<file path="src/rtl/fp32_div_norm_round.sv">
// Post-divide stage of the FP32 divider.
// Takes the raw quotient fraction and the operand signs/exponents, then
// normalises, rounds (round-to-nearest-even) and packs an IEEE-754 single.
// Operands that are zero, inf or NaN are resolved upstream and take a bypass
// straight to the output state.
module fp32_div_norm_round #(
  parameter int Q_W  = 26,
  parameter int BIAS = 127
) (
  input  logic           i_clk,
  input  logic           i_rst,
  input  logic           i_start,
  input  logic           i_sign_a,
  input  logic           i_sign_b,
  input  logic [7:0]     i_exp_a,
  input  logic [7:0]     i_exp_b,
  input  logic [Q_W-1:0] i_fract_q,
  input  logic           i_rem_nz,
  input  logic           i_special,
  input  logic [31:0]    i_special_result,
  input  logic           i_ready,
  output logic [31:0]    o_result,
  output logic           o_valid,
  output logic           o_busy,
  output logic           o_overflow,
  output logic           o_underflow
);

  typedef enum logic [2:0] {S_IDLE, S_NORM, S_ROUND, S_PACK, S_OUT} state_t;

  // Masks that select every quotient bit below the guard bit. With the integer
  // bit set the guard is q[Q_W-25]; otherwise it is q[Q_W-26]. At Q_W=26 the
  // second mask is empty, so only the remainder feeds the sticky bit.
  localparam logic [Q_W-1:0] STICKY_MASK_HI = {Q_W{1'b1}} >> 25;
  localparam logic [Q_W-1:0] STICKY_MASK_LO = {Q_W{1'b1}} >> 26;

  state_t                 state_q;
  logic                   sign_q;
  logic signed [9:0]      exp_q;
  logic [Q_W-1:0]         quo_q;
  logic                   rem_q;
  logic [23:0]            man_q;
  logic                   grd_q;
  logic                   stk_q;

  logic signed [9:0]      exp_d;
  logic                   inc_d;
  logic [24:0]            man_rnd_d;

  // Unbiased-difference exponent at capture time and the RNE increment.
  always_comb begin
    exp_d     = $signed({2'b00, i_exp_a}) - $signed({2'b00, i_exp_b})
              + $signed(10'(BIAS));
    inc_d     = grd_q & (stk_q | man_q[0]);
    man_rnd_d = {1'b0, man_q} + {24'd0, inc_d};
  end

  assign o_busy = (state_q != S_IDLE);

  // Sequencer and datapath: capture, normalise, round, pack, then hold the
  // result until the consumer accepts it.
  always_ff @(posedge i_clk) begin
    if (i_rst) begin
      state_q     <= S_IDLE;
      sign_q      <= 1'b0;
      exp_q       <= '0;
      quo_q       <= '0;
      rem_q       <= 1'b0;
      man_q       <= '0;
      grd_q       <= 1'b0;
      stk_q       <= 1'b0;
      o_result    <= '0;
      o_valid     <= 1'b0;
      o_overflow  <= 1'b0;
      o_underflow <= 1'b0;
    end else begin
      case (state_q)
        S_IDLE: begin
          if (i_start) begin
            sign_q <= i_sign_a ^ i_sign_b;
            exp_q  <= exp_d;
            quo_q  <= i_fract_q;
            rem_q  <= i_rem_nz;
            if (i_special) begin
              o_result    <= i_special_result;
              o_valid     <= 1'b1;
              o_overflow  <= 1'b0;
              o_underflow <= 1'b0;
              state_q     <= S_OUT;
            end else begin
              state_q <= S_NORM;
            end
          end
        end
        S_NORM: begin
          if (quo_q[Q_W-1]) begin
            man_q <= quo_q[Q_W-1 -: 24];
            grd_q <= quo_q[Q_W-25];
            stk_q <= (|(quo_q & STICKY_MASK_HI)) | rem_q;
          end else begin
            // Quotient below 1.0: shift left one place, borrow from exponent.
            man_q <= quo_q[Q_W-2 -: 24];
            grd_q <= quo_q[Q_W-26];
            stk_q <= (|(quo_q & STICKY_MASK_LO)) | rem_q;
            exp_q <= exp_q - 10'sd1;
          end
          state_q <= S_ROUND;
        end
        S_ROUND: begin
          // A carry out of the mantissa means it rounded up to 2.0.
          if (man_rnd_d[24]) begin
            man_q <= man_rnd_d[24:1];
            exp_q <= exp_q + 10'sd1;
          end else begin
            man_q <= man_rnd_d[23:0];
          end
          state_q <= S_PACK;
        end
        S_PACK: begin
          if (exp_q >= 10'sd255) begin
            o_result   <= {sign_q, 8'hFF, 23'h0};
            o_overflow <= 1'b1;
          end else if (exp_q <= 10'sd0) begin
            o_result    <= {sign_q, 31'h0};
            o_underflow <= 1'b1;
          end else begin
            o_result <= {sign_q, exp_q[7:0], man_q[22:0]};
          end
          o_valid <= 1'b1;
          state_q <= S_OUT;
        end
        S_OUT: begin
          if (i_ready) begin
            o_valid     <= 1'b0;
            o_overflow  <= 1'b0;
            o_underflow <= 1'b0;
            state_q     <= S_IDLE;
          end
        end
        default: state_q <= S_IDLE;
      endcase
    end
  end

endmodule

</file>
<file path="config.mk">
export PLATFORM = sky130hd
export DESIGN_NAME = fp32_div_norm_round
export DESIGN_NICKNAME = d
export VERILOG_FILES = /design/src/rtl/fp32_div_norm_round.sv
export SDC_FILE = /design/constraint.sdc
export NUM_CORES = 1
export LEC_CHECK = 0
export BUFFER_PORTS_ARGS = -buffer_cell sky130_fd_sc_hd__buf_2
export CAP_MARGIN = 20
export CORE_MARGIN = 2
export CORE_UTILIZATION = 56
export DETAILED_ROUTE_END_ITERATION = 10
export GPL_TIMING_DRIVEN = 1
export PLACE_DENSITY = 0.81
export SLEW_MARGIN = 20
export SYNTH_ARGS = -nofsm -noshare
export SYNTH_HDL_FRONTEND = slang
export SYNTH_SLANG_ARGS = --single-unit
</file>
<file path="constraint.sdc">
create_clock -name i_clk -period 3.5 [get_ports i_clk]
set_input_delay 0.175 -clock i_clk [delete_from_list [all_inputs] [get_ports i_clk]]
set_output_delay 0.175 -clock i_clk [all_outputs]
set_load 0.02 [all_outputs]
</file>
---- Yosys cells after proc, flatten, opt, wreduce, memory -nomap -nowiden ----
Cells that the tools add are included.
Widths: inputs -> output; s select.
cells by class
  $add $sub $neg .......................... 5
  bitwise operators ....................... 4
  $lt $le $gt $ge ......................... 2
  reduce and logical (&&, ||, !) cells .... 13
  eq/ne operators ......................... 12
  mux-type cells .......................... 29
operators by type and width
  cell                   count
  $mux 32                2
  $pmux 32 s2            1
  $mux 31                2
  $mux 24                2
  $pmux 24 s2            1
  $mux 10                3
  $pmux 10 s3            1
  $add 24x1->25          1
  $ne 2x2->1 const B     8
  $pmux 3 s5             1
  $add 10x2->10 const B  1
  $add 9x8->10 const B   1
  $ge 10x9->1 const B    1
  $le 10x1->1 const B    1
  $mux 1                 10
  $sub 10x2->10 const B  1
  $mux 3                 3
  $pmux 1 s3             3
  $reduce_bool 3->1      3
  $sub 8x8->9            1
  $reduce_and 4->1       2
  $eq 3x2->1 const B     2
  $reduce_and 6->1       1
  $reduce_and 5->1       1
  other kinds (9)        12
word-level totals
  logic and storage cells ................. 77
  bits of input ports ..................... 82
  flip-flop bits (word level) ............. 102
  output and inout port bits .............. 36

---- Logic depth before layout (Yosys ltp) ----
  depth in word-level cells ............... 5
  gate-level depth with buffers ........... 12
  depth with buffers taken out ............ 11

---- Least setup slack after synthesis ----
OpenSTA, ideal clock, no wires.
  path type ............................... register to register
  start point ............................. reg state_q[2]
  end point ............................... reg exp_q[8]
  required time ........................... 3377 ps
  stages on the path, launching flop included .. 13
  library setup time ...................... 123 ps
  slack ................................... 700 ps
  path buffers ............................ 1
  period minus slack after synthesis ...... 2800 ps
  data arrival time ....................... 2677 ps
  cells stage by stage .................... dfxtp_1 > clkbuf_1 > nor2_1 > and2_0 > clkinv_1 > fa_1 > a211oi_1 > o21ai_0 > a31oi_1 > xor2_1 > nand3_1 > o2111ai_1 > nor3_1
between the ends
  cells in the longest elaborated chain, start to end .. 3
  elaborated cells on any way between the ends .. 9
  those cells by class .................... 5 x eq/ne; 1 x mux; 3 x reduce/logical
ends and longest elaborated chain
  item                                                                     line  source
  from (decl)                                                              37    state_t state_q;
  from (signal assigned)                                                   64    state_q <= S_IDLE;
  from (signal assigned)                                                   89    state_q <= S_OUT;
  from (signal assigned)                                                   91    state_q <= S_NORM;
  $eq 3x2->1 (tied with other cells)                                       77    case (state_q)
  $ne 2x2->1 (no source line) / $reduce_bool 3->1 (equally long branches)  --
  $reduce_and 4->1 (no source line)                                        --
  to (signal assigned)                                                     81    exp_q <= exp_d;
  to (signal assigned)                                                     105   exp_q <= exp_q - 10'sd1;
  to (signal assigned)                                                     113   exp_q <= exp_q + 10'sd1;
  to (decl)                                                                39    logic signed [9:0] exp_q;
Parallel ways exist; a longest one is shown, timed or not.
A chain may end at the register's enable or synchronous reset.

---- Worst setup path after layout ----
Same ends and word-level chain as after synthesis.

==> out/results.tsv <==
metric	value	unit
synth-main-ff-cell	dfxtp_1	
max_clock_freq	336	MHz
reg2regPathDepth	11	
min_period	2.97	ns
leakage_component_of_the_power	2.81	nW
count_leader_synth	dfxtp_1	
finalHoldViolCount	0	
finalPower	3.50	mW
cts.reportedPaths.clkPinSlew	0.11	ns
max_slew.worst_pin.slew	1.07	ns
maxCapViolations	0	
synth_cells	760	
numClockSinks	102	
number_of_global_route_vias_before_repair	5296	
ff2ff_setup_slack	0.53	ns
place_hpwl	11.2	mm
synth_enable_flop_cells	0	
yosys_warnings	0	
synth.ff_latch_count	102	
synth_sequential_area_ratio	0.341	
cts_repair_resize_count	0	
endpoint_kind	flip-flop	
rsz0062_at_grt	no	
finalSetupViolations	0	
drt_first_iter_violations	421	
n_antenna_cell	0	
drt_wl_total	15.5	mm
core-area	10300	um2
die_h	107	um
critical_path_required	3.77	ns
power.density	512	nW/um2
r2r-start	state_q[2]	
cts_hold_repair.buffers	0	
detail_route.first_pass.iterations	5	
slew_headroom	0.289	
track_usage	0.272	
crit_type	flip-flop to flip-flop	
placementRows	37	
hold_class	input pin to flip-flop	
nets	948	
critPathArrivalTime	3.24	ns
clock_tree_from_tritoncts	yes	
filler_cell_count	905	
die_width	107	um
post-route-drc-count	0	
cts_htree_levels	3	
area_growth	14.5	%
worst_r2r_endpoint	exp_q[8]	
critical_path_fanout_max	12	
netlist.area_leader.share	0.341	
biggest_area_contributors_in_the_synthesized_netlist	dfxtp_1 (34%), a21oi_1 (7.2%), a211oi_1 (6.3%)	
buffer_ports.inserted	117	
avgSynthCellArea	7.87	um2
cts_made_buffers	9	
postCtsSetupRepairBufs	0	
synth_async_sr_flop_share	0	
yosysUniqueCellTypes	68	
ys_top_cells_by_count	dfxtp_1 (102), nor2_1 (99), a21oi_1 (86)	
worst_skew_pair.late_latency	0.39	ns
gp_congestion	0.941	
clock_path_buffers	2	
grt_start_max_net_pins	65	
whs_path_depth	3	
detail_route.vias_per_cell	5.81	
holdPathEnd	quo_q[1]	
drv_slew	0	
peakVddDrop	0.316	mV
die_area	11500	um2
clk_root_buffer_cell	clkbuf_8	
synthDominantAreaCellType	dfxtp_1	
layout_worst_path_cycle_share	0.850	
antenna_left	0	
crit_path_start_kind	flip-flop	
grt_pass1_wl	25.5	mm
initial_standard_cell_utilization_of_the_core	0.579	
gr-total-overflow	0	
detailroute.via_count	5733	
outcome	completed	
timing.setup.tns	0	ns
hold_path_origin	i_fract_q[1]	
route.detailed.wl_per_inst	15.7	um
drive_gt1_frac	0.200	
syn_area	5980	um2
boundaryPins	118	
finClkSkew	0.0155	ns
grt_antenna_before_repair	0	
synthesis.nets	863	
## cells in the final DEF (no fill, tap or decap), drive strengths merged, types with 5 or more instances in the layout
cell and n:
o211ai 5, a21oi 87, dfxtp 102, a211oi 53
a22oi 23, nand2 83, nor4 5, buf 129
nand3 18, and2 8, nor3 28, mux2i 27
xor2 14, nand4 9, a31oi 6, ha 20
nand2b 5, xnor2 18, nor2 99, a31o 6
o21ai 18, clkbuf 9, inv 20
## state kept, by name, summed over array words and instances, names as in the netlist, 3 cells and up
name      flops
quo_q        26
o_result     32
man_q        24
exp_q        10
state_q       3
## where the power goes
group | internal, mW | switching [mW]
logic | 0.470 | 0.670
clock network | 0.420 | 0.456
registers | 1.31 | 0.176
total | 2.20 | 1.30
## critical path: stages (launching register included)
cell	delay (ns)
dfxtp_1	0.43
nor2_1	0.16
and2_0	0.17
clkinv_1	0.28
fa_1	0.53
a211oi_1	0.37
o21ai_0	0.16
a31oi_1	0.23
xor2_1	0.17
nand3_1	0.09
o2111ai_1	0.16
nor3_1	0.09
## area by class of cell
class	instances	area [um2]	share of cell area
Multi-Input combinational cell	586	3660	0.535
Clock inverter	7	110	0.0161
Sequential cell	102	2040	0.298
Clock buffer	9	124	0.0181
Tap cell	136	170	0.0249
Inverter	17	63.8	0.00932
Timing Repair Buffer	129	676	0.0987
## worst max path at each step
stage               startpoint       end  slack [ns]  depth (start not counted)
floorplan           state_q[2]  exp_q[8]        0.70                         12
global placement    state_q[2]  exp_q[8]        0.71                         11
detailed placement  state_q[2]  exp_q[8]        0.62                         11
CTS                 state_q[2]  exp_q[8]        0.57                         11
global route        state_q[2]  exp_q[8]        0.23                         11
finish              state_q[2]  exp_q[8]        0.53                         11
## logic make-up (layout without fill, tap and decap cells)
logic type | count (synthesis) | count (layout) | synth area share
AOI/OAI and AO/OA | 227 | 227 | 0.252
buffers and inverters | 72 | 162 | 0.0475
DFF | 102 | 102 | 0.341
xor gates and xnor gates | 32 | 32 | 0.0469
and+or+nand+nor | 277 | 277 | 0.218
adders and majority gates | 22 | 22 | 0.0471
muxes | 28 | 28 | 0.0471
## per-layer routing
| metal | part of all wire | global-route usage | vias up |
|---|---|---|---|
| li1 | - | - | 2901 |
| met1 | 0.49 | 0.403 | 2590 |
| met2 | 0.43 | 0.407 | 232 |
| met3 | 0.076 | 0.0551 | 10 |
| met4 | 0.0086 | 0.0650 | 0 |
| met5 | 0 | 0 | - |
## per-stage QoR
step / utilization / instance area, um2 / cells / setup slack, ns / hold slack (ns)
2_1_floorplan: - / 5980 / 760 / 0.700 / 0.290
3_3_place_gp: 0.641 / 6610 / 970 / 0.713 / 0.408
3_5_place_dp: 0.641 / 6610 / 970 / 0.620 / 0.418
4_1_cts: 0.663 / 6850 / 986 / 0.568 / 0.00726
5_1_grt: 0.663 / 6850 / 986 / 0.230 / 0.00888
6_report: 0.663 / 6850 / 986 / 0.525 / 0.0125
Power figures use the tool's default switching activity.
